--- src/rtl/seq_pkg.sv ---
`default_nettype none
// ============================================================================
// Module   : seq_pkg
// Brief    : Opcodes, FSM state codes and datapath control codes for the
//            accumulator-datapath sequencer.
// Revision : 1.0 - initial release
// ============================================================================
package seq_pkg;

    localparam logic [3:0] c_OP_NOP   = 4'h0;
    localparam logic [3:0] c_OP_LDA   = 4'h1;
    localparam logic [3:0] c_OP_STA   = 4'h2;
    localparam logic [3:0] c_OP_LDI   = 4'h3;
    localparam logic [3:0] c_OP_JMP   = 4'h4;
    localparam logic [3:0] c_OP_JZ    = 4'h5;
    localparam logic [3:0] c_OP_JP    = 4'h6;
    localparam logic [3:0] c_OP_ADD   = 4'h7;
    localparam logic [3:0] c_OP_SUB   = 4'h8;
    localparam logic [3:0] c_OP_AND   = 4'h9;
    localparam logic [3:0] c_OP_OR    = 4'hA;
    localparam logic [3:0] c_OP_NOT   = 4'hB;
    localparam logic [3:0] c_OP_INC   = 4'hC;
    localparam logic [3:0] c_OP_SHIFT = 4'hD;
    localparam logic [3:0] c_OP_IN    = 4'hE;
    localparam logic [3:0] c_OP_OUT   = 4'hF;

    typedef logic [2:0] state_t;
    localparam state_t c_ST_FETCH  = 3'd0;
    localparam state_t c_ST_DECODE = 3'd1;
    localparam state_t c_ST_FETCH2 = 3'd2;
    localparam state_t c_ST_EXEC   = 3'd3;
    localparam state_t c_ST_INWAIT = 3'd4;
    localparam state_t c_ST_HALT   = 3'd5;

    localparam logic [1:0] c_MUX_SHIFT = 2'b00;
    localparam logic [1:0] c_MUX_RF    = 2'b01;
    localparam logic [1:0] c_MUX_INPUT = 2'b10;
    localparam logic [1:0] c_MUX_IMM   = 2'b11;

    localparam logic [2:0] c_ALU_PASS = 3'b000;
    localparam logic [2:0] c_ALU_ADD  = 3'b001;
    localparam logic [2:0] c_ALU_SUB  = 3'b010;
    localparam logic [2:0] c_ALU_AND  = 3'b011;
    localparam logic [2:0] c_ALU_OR   = 3'b100;
    localparam logic [2:0] c_ALU_NOT  = 3'b101;
    localparam logic [2:0] c_ALU_INC  = 3'b110;
    localparam logic [2:0] c_ALU_DEC  = 3'b111;

    localparam logic [1:0] c_SHF_PASS = 2'b00;
    localparam logic [1:0] c_SHF_SHL  = 2'b01;
    localparam logic [1:0] c_SHF_SHR  = 2'b10;
    localparam logic [1:0] c_SHF_ROTR = 2'b11;

    typedef struct packed {
        logic [1:0] muxsel;
        logic       accwr;
        logic       rfwr;
        logic       outen;
        logic [2:0] rfaddr;
        logic [2:0] alusel;
        logic [1:0] shiftsel;
        logic       in_ready;
    } ctrl_t;

    // Opcodes carrying an immediate byte that is fetched into IMR.
    function automatic logic is_two_byte(input logic [3:0] op);
        return (op == c_OP_LDI) || (op == c_OP_JMP) ||
               (op == c_OP_JZ)  || (op == c_OP_JP);
    endfunction

endpackage
`default_nettype wire

--- src/rtl/seq_decoder.sv ---
`default_nettype none
// ============================================================================
// Module   : seq_decoder
// Brief    : Combinational control-word decode from FSM state and IR.
// Revision : 1.0 - initial release
// ============================================================================
module seq_decoder
    import seq_pkg::*;
(
    input  state_t     i_state,
    input  logic [7:0] i_ir,
    input  logic       i_in_valid,
    output ctrl_t      o_ctrl,
    output logic       o_two_byte
);

    logic [3:0] w_op;
    logic       w_var;

    assign w_op       = i_ir[7:4];
    assign w_var      = i_ir[3];
    assign o_two_byte = is_two_byte(w_op);

    always_comb begin
        o_ctrl = '0;
        if (i_state == c_ST_EXEC) begin
            case (w_op)
                c_OP_LDA: begin
                    o_ctrl.muxsel = c_MUX_RF;
                    o_ctrl.accwr  = 1'b1;
                    o_ctrl.rfaddr = i_ir[2:0];
                end
                c_OP_STA: begin
                    o_ctrl.rfwr   = 1'b1;
                    o_ctrl.rfaddr = i_ir[2:0];
                end
                c_OP_LDI: begin
                    o_ctrl.muxsel = c_MUX_IMM;
                    o_ctrl.accwr  = 1'b1;
                end
                c_OP_ADD: begin
                    o_ctrl.alusel = c_ALU_ADD;
                    o_ctrl.accwr  = 1'b1;
                    o_ctrl.rfaddr = i_ir[2:0];
                end
                c_OP_SUB: begin
                    o_ctrl.alusel = c_ALU_SUB;
                    o_ctrl.accwr  = 1'b1;
                    o_ctrl.rfaddr = i_ir[2:0];
                end
                c_OP_AND: begin
                    o_ctrl.alusel = c_ALU_AND;
                    o_ctrl.accwr  = 1'b1;
                    o_ctrl.rfaddr = i_ir[2:0];
                end
                c_OP_OR: begin
                    o_ctrl.alusel = c_ALU_OR;
                    o_ctrl.accwr  = 1'b1;
                    o_ctrl.rfaddr = i_ir[2:0];
                end
                c_OP_NOT: begin
                    o_ctrl.alusel = c_ALU_NOT;
                    o_ctrl.accwr  = 1'b1;
                end
                c_OP_INC: begin
                    o_ctrl.alusel = w_var ? c_ALU_DEC : c_ALU_INC;
                    o_ctrl.accwr  = 1'b1;
                end
                c_OP_SHIFT: begin
                    o_ctrl.shiftsel = i_ir[1:0];
                    o_ctrl.accwr    = 1'b1;
                end
                c_OP_OUT: begin
                    o_ctrl.outen = ~w_var;
                end
                // JZ/JP leave the word at zero so the mux presents A to the flags.
                default: ;
            endcase
        end else if (i_state == c_ST_INWAIT) begin
            o_ctrl.muxsel   = c_MUX_INPUT;
            o_ctrl.accwr    = i_in_valid;
            o_ctrl.in_ready = i_in_valid;
        end
    end

endmodule
`default_nettype wire

--- src/rtl/dp_sequencer.sv ---
`default_nettype none
// ============================================================================
// Module   : dp_sequencer
// Brief    : Fetch/decode/execute FSM sequencing the 8-bit accumulator datapath.
// Revision : 1.0 - initial release
// ============================================================================
module dp_sequencer
    import seq_pkg::*;
#(
    parameter int PC_W = 8
) (
    input  logic            clk_seq,
    input  logic            rst_n_seq,
    input  logic            run_seq,
    output logic [PC_W-1:0] pc_seq,
    input  logic [7:0]      instr_seq,
    input  logic            in_valid_seq,
    output logic            in_ready_seq,
    input  logic            zero_dp,
    input  logic            positive_dp,
    output logic [1:0]      muxsel_dp,
    output logic [7:0]      imm_dp,
    output logic            accwr_dp,
    output logic            rfwr_dp,
    output logic            outen_dp,
    output logic [2:0]      rfaddr_dp,
    output logic [2:0]      alusel_dp,
    output logic [1:0]      shiftsel_dp,
    output logic            halted_seq
);

    localparam logic [PC_W-1:0] c_PC_ONE = {{(PC_W-1){1'b0}}, 1'b1};

    state_t          r_state;
    state_t          w_state_nxt;
    logic [PC_W-1:0] r_pc;
    logic [PC_W-1:0] w_pc_nxt;
    logic [PC_W-1:0] w_target;
    logic [7:0]      r_ir;
    logic [7:0]      r_imr;
    logic            w_ir_ld;
    logic            w_imr_ld;
    logic [3:0]      w_op;
    logic            w_two_byte;
    ctrl_t           w_ctrl;

    assign w_op     = r_ir[7:4];
    assign w_target = r_imr[PC_W-1:0];

    seq_decoder u_decoder (
        .i_state    (r_state),
        .i_ir       (r_ir),
        .i_in_valid (in_valid_seq),
        .o_ctrl     (w_ctrl),
        .o_two_byte (w_two_byte)
    );

    always_ff @(posedge clk_seq or negedge rst_n_seq) begin
        if (!rst_n_seq) begin
            r_state <= c_ST_FETCH;
            r_pc    <= '0;
            r_ir    <= '0;
            r_imr   <= '0;
        end else begin
            r_state <= w_state_nxt;
            r_pc    <= w_pc_nxt;
            if (w_ir_ld) begin
                r_ir <= instr_seq;
            end
            if (w_imr_ld) begin
                r_imr <= instr_seq;
            end
        end
    end

    always_comb begin
        w_state_nxt = r_state;
        w_pc_nxt    = r_pc;
        w_ir_ld     = 1'b0;
        w_imr_ld    = 1'b0;
        case (r_state)
            c_ST_FETCH: begin
                if (run_seq) begin
                    w_ir_ld     = 1'b1;
                    w_pc_nxt    = r_pc + c_PC_ONE;
                    w_state_nxt = c_ST_DECODE;
                end
            end
            c_ST_DECODE: begin
                if (w_two_byte) begin
                    w_state_nxt = c_ST_FETCH2;
                end else if (w_op == c_OP_IN) begin
                    w_state_nxt = c_ST_INWAIT;
                end else if ((w_op == c_OP_OUT) && r_ir[3]) begin
                    w_state_nxt = c_ST_HALT;
                end else begin
                    w_state_nxt = c_ST_EXEC;
                end
            end
            c_ST_FETCH2: begin
                w_imr_ld    = 1'b1;
                w_pc_nxt    = r_pc + c_PC_ONE;
                w_state_nxt = c_ST_EXEC;
            end
            c_ST_EXEC: begin
                w_state_nxt = c_ST_FETCH;
                // Flags reflect A here because the exec word routes A through the mux.
                if ((w_op == c_OP_JMP) ||
                    ((w_op == c_OP_JZ) && zero_dp) ||
                    ((w_op == c_OP_JP) && positive_dp)) begin
                    w_pc_nxt = w_target;
                end
            end
            c_ST_INWAIT: begin
                if (in_valid_seq) begin
                    w_state_nxt = c_ST_FETCH;
                end
            end
            c_ST_HALT: ;
            default: w_state_nxt = c_ST_FETCH;
        endcase
    end

    assign pc_seq       = r_pc;
    assign imm_dp       = r_imr;
    assign muxsel_dp    = w_ctrl.muxsel;
    assign accwr_dp     = w_ctrl.accwr;
    assign rfwr_dp      = w_ctrl.rfwr;
    assign outen_dp     = w_ctrl.outen;
    assign rfaddr_dp    = w_ctrl.rfaddr;
    assign alusel_dp    = w_ctrl.alusel;
    assign shiftsel_dp  = w_ctrl.shiftsel;
    assign in_ready_seq = w_ctrl.in_ready;
    assign halted_seq   = (r_state == c_ST_HALT);

endmodule
`default_nettype wire
--- config.mk ---
export PLATFORM = sky130hd
export DESIGN_NAME = dp_sequencer
export DESIGN_NICKNAME = d
export VERILOG_FILES = /design/src/rtl/seq_pkg.sv /design/src/rtl/seq_decoder.sv /design/src/rtl/dp_sequencer.sv
export SDC_FILE = /design/constraint.sdc
export NUM_CORES = 1
export LEC_CHECK = 0
export CAP_MARGIN = 20
export CORE_MARGIN = 2
export CORE_UTILIZATION = 25
export DETAILED_ROUTE_END_ITERATION = 10
export DONT_BUFFER_PORTS = 1
export GPL_TIMING_DRIVEN = 1
export HOLD_SLACK_MARGIN = 0.02
export PLACE_DENSITY = 0.43
export SKIP_CTS_REPAIR_TIMING = 1
export SYNTH_ARGS = -nofsm -noshare
export SYNTH_HDL_FRONTEND = slang
export SYNTH_SLANG_ARGS = --single-unit
--- constraint.sdc ---
create_clock -name clk_seq -period 3.35 [get_ports clk_seq]
set_input_delay 0.67 -clock clk_seq [delete_from_list [all_inputs] [get_ports clk_seq]]
set_output_delay 0.67 -clock clk_seq [all_outputs]
set_load 0.01 [all_outputs]
==> impl_metrics.sql, run 1 <==
INSERT INTO impl_metrics (metric_group, metric, value, unit) VALUES
('outcome', 'run_status', 'complete, no violations', ''),
('job', 'cap_violations', '0', ''),
('synthesis', 'synth-seq-cells', '27', ''),
('synthesis', 'postSynthNetCount', '184', ''),
('placed_design', 'detailed_place_hpwl', '3.36', 'mm'),
('synthesis', 'synth_flop_cell', 'sky130_fd_sc_hd__dfrtp_1', ''),
('worst_setup_path', 'worst_setup_path_end_kind', 'primary output', ''),
('global_route', 'gr-max-usage-layer', 'met2', ''),
('worst_setup_path', 'crit_fanout', '14', ''),
('global_route', 'first_global_vias', '1249', ''),
('synthesis', 'netlist.top_cell.by_area', 'sky130_fd_sc_hd__dfrtp_1', ''),
('hold_path', 'hold_path.class', 'in -> async', ''),
('clock_tree', 'cts-root-buf', 'sky130_fd_sc_hd__clkbuf_8', ''),
('floorplanning', 'num_rows', '29', ''),
('synthesis', 'synthesis.area_per_instance', '9.69', 'um^2'),
('layout', 'final_net_count', '179', ''),
('worst_setup_path', 'cp_data_arrival_time', '2.10', 'ns'),
('placed_design', 'routabilityCongestion', '0.743', ''),
('synthesis', 'synth_cell_types', '47', ''),
('clock_tree', 'worst_skew_pair.late_latency', '0.28', 'ns'),
('global_route', 'antenna_found_initial', '0', ''),
('power_and_ir_drop', 'finalPower', '1840', 'uW'),
('synthesis', 'netlist_area', '0.00164', 'mm^2'),
('placed_design', 'dpl_worst_slack', '0.879', 'ns'),
('floorplanning', 'num_io_pins', '45', ''),
('floorplanning', 'area_of_the_die', '0.00721', 'mm^2'),
('floorplanning', 'die-width', '84.9', 'um'),
('worst_setup_path', 'required', '2.68', 'ns'),
('floorplanning', 'die-height', '84.9', 'um'),
('sta', 'grt_setup_unrepaired', 'no', ''),
('worst_setup_path', 'worst-setup-path-type', 'reg -> out', ''),
('global_route', 'grt_max_degree', '28', ''),
('clock_tree', 'numClockSinks', '27', ''),
('routing', 'detail_route.iter0.violations', '143', ''),
('routing', 'drc_errors', '0', ''),
('routing', 'vias_per_cell', '5.43', ''),
('clock_tree', 'htreeDepth', '1', ''),
('layout', 'antennaDiodeCount', '0', ''),
('routing', 'routed_wire_length_per_instance', '18.3', 'um'),
('global_route', 'grtUsageMet2', '19.5', '%'),
('floorplanning', 'floorplan.initialDensity', '25.8', '%'),
('routing', 'dr_total_vias', '1304', ''),
('sta', 'finalWorstPathRequiredPeriod', '2.77', 'ns'),
('global_route', 'globalRoute.totalOverflow', '0', ''),
('sta', 'fmax', '361', 'MHz'),
('layout', 'flow.area_growth_from_synthesis', '5.04', '%'),
('sta', 'finClkSkew', '0.00376', 'ns'),
('synthesis', 'post_synth_most_frequent_cells', 'sky130_fd_sc_hd__dfrtp_1, sky130_fd_sc_hd__o21ai_0, sky130_fd_sc_hd__mux2_2, sky130_fd_sc_hd__nand2_1, sky130_fd_sc_hd__nor2_1', ''),
('global_route', 'grt_pass1_wl', '7.29', 'mm'),
('power_and_ir_drop', 'static-leakage-power', '0.000697', 'uW'),
('synthesis', 'synth_largest_type_area_fraction', '41.3', '%'),
('synthesis', 'yosysMostFrequentCell', 'sky130_fd_sc_hd__dfrtp_1', ''),
('synthesis', 'ys_seq_area_share', '41.3', '%'),
('layout', 'ratio_of_cells_with_drive_above_1_in_the_final_layout', '17.8', '%'),
('clock_tree', 'numCtsBuffers', '3', ''),
('sta', 'hold_violations', '0', ''),
('sta', 'timing.max_slew.rel_slack', '56.7', '%'),
('synthesis', 'synthTopCellsByArea', 'sky130_fd_sc_hd__dfrtp_1, sky130_fd_sc_hd__mux2_2, sky130_fd_sc_hd__o21ai_0', ''),
('synthesis', 'synthArstFlopShare', '100', '%'),
('routing', 'dr.pass1.iters', '4', ''),
('sta', 'setup_slack', '0.578', 'ns'),
('sta', 'period_utilisation_layout', '82.7', '%'),
('placed_design', 'port_buffers', '0', ''),
('floorplanning', 'fp.coreArea', '0.00635', 'mm^2'),
('synthesis', 'synth_enable_flop_cells', '0', ''),
('global_route', 'met3_track_usage_gr', '5.16', '%'),
('power_and_ir_drop', 'ir_drop', '0.000338', 'V'),
('sta', 'maxSlewViolCount', '0', ''),
('synthesis', 'post_synth_inst_count', '169', ''),
('global_route', 'met1_usage', '17.0', '%'),
('routing', 'ant_nets', '0', '');
## cell families (layout without fill, tap and decap cells)
family / count (synthesis) / count (layout) / share of synthesized area [%]
adder cells (fa/ha/maj): 1 / 1 / 0.764
multiplexers: 14 / 14 / 9.47
buffers and inverters: 15 / 9 / 5.19
AO/OA/AOI/OAI: 46 / 46 / 19.6
AND/OR/NAND/NOR: 66 / 66 / 23.7
flip-flops: 27 / 27 / 41.3
## flip-flops by register name (all words and copies together) (netlist names)
signal   flops
pc_seq       8
r_state      3
r_ir         8
imm_dp       8
## cell type report
type,instances,area (um^2)
Clock inverter,1,8.76
Sequential cell,27,676
Clock buffer,3,41.3
Fill cell,649,4630
Multi-Input combinational cell,127,877
Tap cell,77,96.3
Inverter,5,21.3
## worst paths after layout
check | from | end | slack [ns] | cells after the start
worst max-delay path | r_state[0] | rfaddr_dp[2] | 0.58 | 3
worst min-delay path | rst_n_seq | pc_seq[7] | 0.07 | 0
worst max register to register | r_state[2] | pc_seq[4] | 1.56 | 4
worst min register to register | r_ir[2] | r_ir[2] | 0.56 | 2
max in group asynchronous | rst_n_seq | r_state[2] | 3.20 | 0
min in group clk_seq | instr_seq[5] | r_ir[5] | 0.50 | 2
## report_power, final
part           switching, uW  internal (uW)  leakage, uW
registers                358            490     0.000322
clock network            115           87.6    0.0000261
logic                    417            370     0.000349
## worst max-delay path, stage by stage, from the launching register on
cell and delay, ns:
sky130_fd_sc_hd__dfrtp_1 0.65, sky130_fd_sc_hd__and3b_1 0.59, sky130_fd_sc_hd__o21ai_0 0.32, sky130_fd_sc_hd__nor2_1 0.26
## metal layers
metal / vias up / part of all wire (%)
li1: 608 / -
met1: 654 / 45
met2: 37 / 46
met3: 5 / 8.0
met4: 0 / 0.75
met5: - / 0
## cell usage in the layout (no fill, tap or decap), drive strengths merged
master,n
dfrtp,27
o21ai,14
nand2,13
nor2,12
mux2,12
a21oi,11
and3,7
nand2b,6
nand3,6
inv,6
a31oi,5
nor2b,4
or2,3
nor4,3
and4,3
clkbuf,3
nor3,3
mux2i,2
a31o,2
nand3b,2
o21bai,2
o31ai,2
and3b,1
a311oi,1
o211a,1
nor3b,1
nor4b,1
a41o,1
o31a,1
a211o,1
a21o,1
o32ai,1
o22ai,1
nand4,1
o2bb2ai,1
a32oi,1
ha,1
## per-stage QoR
step / cell area, um^2 / cells / utilization, %
after floorplan: 1640 / 169 / -
after global placement: 1670 / 236 / 26.3
after detailed placement: 1670 / 236 / 26.3
after CTS: 1720 / 240 / 27.1
after global routing: 1720 / 240 / 27.1
final: 1720 / 240 / 27.1
Power figures use the tool's default switching activity.
==> run 2, diff against run 1 <==
--- a/config.mk
+++ b/config.mk
@@ -12,7 +12,7 @@
 export DONT_BUFFER_PORTS = 1
 export GPL_TIMING_DRIVEN = 1
 export HOLD_SLACK_MARGIN = 0.02
-export PLACE_DENSITY = 0.43
+export PLACE_DENSITY = 0.45
 export SKIP_CTS_REPAIR_TIMING = 1
 export SYNTH_ARGS = -nofsm -noshare
 export SYNTH_HDL_FRONTEND = slang
==> constraint.sdc (replaced) <==
create_clock -name clk_seq -period 2.5 [get_ports clk_seq]
set_input_delay 0.5 -clock clk_seq [delete_from_list [all_inputs] [get_ports clk_seq]]
set_output_delay 0.5 -clock clk_seq [all_outputs]
set_load 0.01 [all_outputs]
==> impl_metrics.sql, run 2 (synthesis gave the netlist of run 1 again) <==
INSERT INTO impl_metrics (metric_group, metric, value, unit) VALUES
('outcome', 'run_status', 'complete, no violations', ''),
('floorplanning', 'floorplan.initialDensity', '25.8', '%'),
('floorplanning', 'die-height', '84.9', 'um'),
('hold_path', 'endpoint_with_the_worst_hold_slack', 'r_ir[2]', ''),
('global_route', 'grt_use_total', '12.7', '%'),
('clock_tree', 'tritoncts_clock_tree', 'built', ''),
('layout', 'seq_area', '676', 'um^2'),
('global_route', 'grt_pass1_wl', '7.33', 'mm'),
('routing', 'dr.pass1.iters', '4', ''),
('sta', 'grt_setup_unrepaired', 'no', ''),
('clock_tree', 'clk_transition_reported_paths', '0.11', 'ns'),
('clock_tree', 'cts_max_path_buffers', '2', ''),
('worst_setup_path', 'worst_setup_path_end_kind', 'primary output', ''),
('power_and_ir_drop', 'ir_drop', '0.000576', 'V'),
('global_route', 'grtUsageMet2', '19.0', '%'),
('layout', 'ratio_of_cells_with_drive_above_1_in_the_final_layout', '21.5', '%'),
('layout', 'flow.area_growth_from_synthesis', '10.1', '%'),
('sta', 'maxSlewViolCount', '0', ''),
('global_route', 'globalRoute.totalOverflow', '0', ''),
('power_and_ir_drop', 'static-leakage-power', '0.000746', 'uW'),
('global_route', 'first_global_vias', '1288', ''),
('placed_design', 'routabilityCongestion', '0.775', ''),
('placed_design', 'place_inst', '243', ''),
('worst_setup_path', 'reg2reg_setup_slack', '0.74', 'ns'),
('clock_tree', 'cts-root-buf', 'sky130_fd_sc_hd__clkbuf_8', ''),
('floorplanning', 'area_of_the_die', '0.00721', 'mm^2'),
('power_and_ir_drop', 'finalPower', '2550', 'uW'),
('routing', 'dr_total_vias', '1288', ''),
('sta', 'timing.max_slew.rel_slack', '55.3', '%'),
('sta', 'finClkSkew', '0.00833', 'ns'),
('layout', 'final_cell_count_no_fill', '249', ''),
('worst_setup_path', 'start_kind', 'register', ''),
('global_route', 'antenna_found_initial', '0', ''),
('sta', 'finalWorstPathRequiredPeriod', '2.33', 'ns'),
('clock_tree', 'worst_skew_pair.late_latency', '0.28', 'ns'),
('floorplanning', 'num_rows', '29', ''),
('worst_setup_path', 'r2r_start', 'r_ir[6]', ''),
('floorplanning', 'num_io_pins', '45', ''),
('worst_setup_path', 'cp_data_arrival_time', '1.83', 'ns'),
('routing', 'vias_per_cell', '5.17', ''),
('sta', 'period_utilisation_layout', '93.3', '%'),
('clock_tree', 'htreeDepth', '1', ''),
('hold_path', 'hp-start', 'instr_seq[2]', ''),
('sta', 'tightest_slew', '0.667', 'ns'),
('routing', 'ant_nets', '0', ''),
('routing', 'routed_wire_length_per_instance', '17.8', 'um'),
('global_route', 'grt_max_degree', '28', ''),
('routing', 'detail_route.iter0.violations', '112', ''),
('worst_setup_path', 'worst-setup-path-type', 'reg -> out', ''),
('sta', 'fmax', '429', 'MHz'),
('routing', 'routed_wl', '4.43', 'mm'),
('global_route', 'met3_track_usage_gr', '4.47', '%'),
('global_route', 'gr-max-usage-layer', 'met2', ''),
('layout', 'leading_cell_types_in_the_layout_fill_and_taps_excluded', 'sky130_fd_sc_hd__dfrtp_1, sky130_fd_sc_hd__o21ai_0, sky130_fd_sc_hd__nor2_1, sky130_fd_sc_hd__nand2_1, sky130_fd_sc_hd__mux2_2', ''),
('job', 'cap_violations', '0', ''),
('routing', 'drc_errors', '0', ''),
('sta', 'fin_setup_tns', '0', 'ns'),
('layout', 'most_common_cell_after_layout_fill_and_taps_aside', 'sky130_fd_sc_hd__dfrtp_1', ''),
('floorplanning', 'die-width', '84.9', 'um'),
('sta', 'report.final.setup_viol', '0', ''),
('hold_path', 'hold_path.class', 'in -> reg', ''),
('layout', 'final.fill_count', '677', ''),
('clock_tree', 'numClockSinks', '27', ''),
('worst_setup_path', 'timing.reg2reg.worst_path_depth', '5', ''),
('sta', 'hold_violations', '0', ''),
('floorplanning', 'fp.coreArea', '0.00635', 'mm^2'),
('global_route', 'met1_usage', '18.2', '%'),
('layout', 'antennaDiodeCount', '0', ''),
('clock_tree', 'numCtsBuffers', '3', ''),
('placed_design', 'detailed_place_hpwl', '3.34', 'mm'),
('worst_setup_path', 'crit_fanout', '12', ''),
('layout', 'multi_input_area', '877', 'um^2'),
('worst_setup_path', 'rr_endpoint', 'pc_seq[0]', ''),
('placed_design', 'port_buffers', '0', ''),
('layout', 'final_net_count', '188', ''),
('worst_setup_path', 'required', '2.00', 'ns'),
('hold_path', 'hold_depth', '2', ''),
('power_and_ir_drop', 'power.density_cell_area', '1410', 'mW/mm^2');
## run 2: cell count changes in the layout (fill, tap and decap cells not counted), sizes merged
cell / before / now
dlygate4sd3: 0 / 1
buf: 0 / 8
## run 2: worst max path at each step
stage | from | to | slack, ns | cells past startpoint
detailed placement | r_state[2] | rfaddr_dp[1] | 0.47 | 3
global route | r_ir[5] | rfaddr_dp[1] | 0.01 | 4
floorplan | r_state[0] | outen_dp | 0.70 | 4
finish | r_ir[5] | rfaddr_dp[1] | 0.17 | 4
CTS | r_ir[5] | rfaddr_dp[1] | 0.16 | 4
global placement | r_state[2] | rfaddr_dp[0] | 0.53 | 3
## run 2: critical path, cell delays in order, from the launching register on
cell and delay (ns):
sky130_fd_sc_hd__dfrtp_1 0.57, sky130_fd_sc_hd__inv_1 0.21, sky130_fd_sc_hd__o211a_1 0.27, sky130_fd_sc_hd__o21ai_0 0.36
sky130_fd_sc_hd__nor2_1 0.14
## run 2: metal layers
| metal | part of all wire, % | vias to the layer above |
|---|---|---|
| met5 | 0 | - |
| met4 | 0.70 | 0 |
| met3 | 6.3 | 2 |
| met2 | 46 | 31 |
| met1 | 47 | 632 |
| li1 | - | 623 |
## run 2: area by class of cell
class / instances / area share, %
flip-flops and latches: 27 / 37.5
repair buffers: 9 / 4.58
clock inverters: 1 / 0.486
clock buffers: 3 / 2.29
inverters: 5 / 1.18
well taps: 77 / 5.34
multi-input cells: 127 / 48.6
## run 2: power breakdown
| part | internal, uW | leakage (uW) | switching [uW] | total [uW] |
|---|---|---|---|---|
| logic | 554 | 0.000398 | 698 | 1250 |
| registers | 658 | 0.000322 | 361 | 1020 |
| clock network | 117 | 0.0000261 | 157 | 274 |
| total | 1330 | 0.000746 | 1220 | 2550 |
## run 2: through the flow
step,worst slack [ns],area (um^2),hold WS (ns),utilization (%)
3_3_place_gp,0.530,1720,0.206,27.1
5_1_grt,0.0147,1800,0.338,28.4
2_1_floorplan,0.699,1640,0.204,-
3_5_place_dp,0.469,1720,0.205,27.1
6_report,0.168,1800,0.334,28.4
4_1_cts,0.165,1770,-0.113,27.9
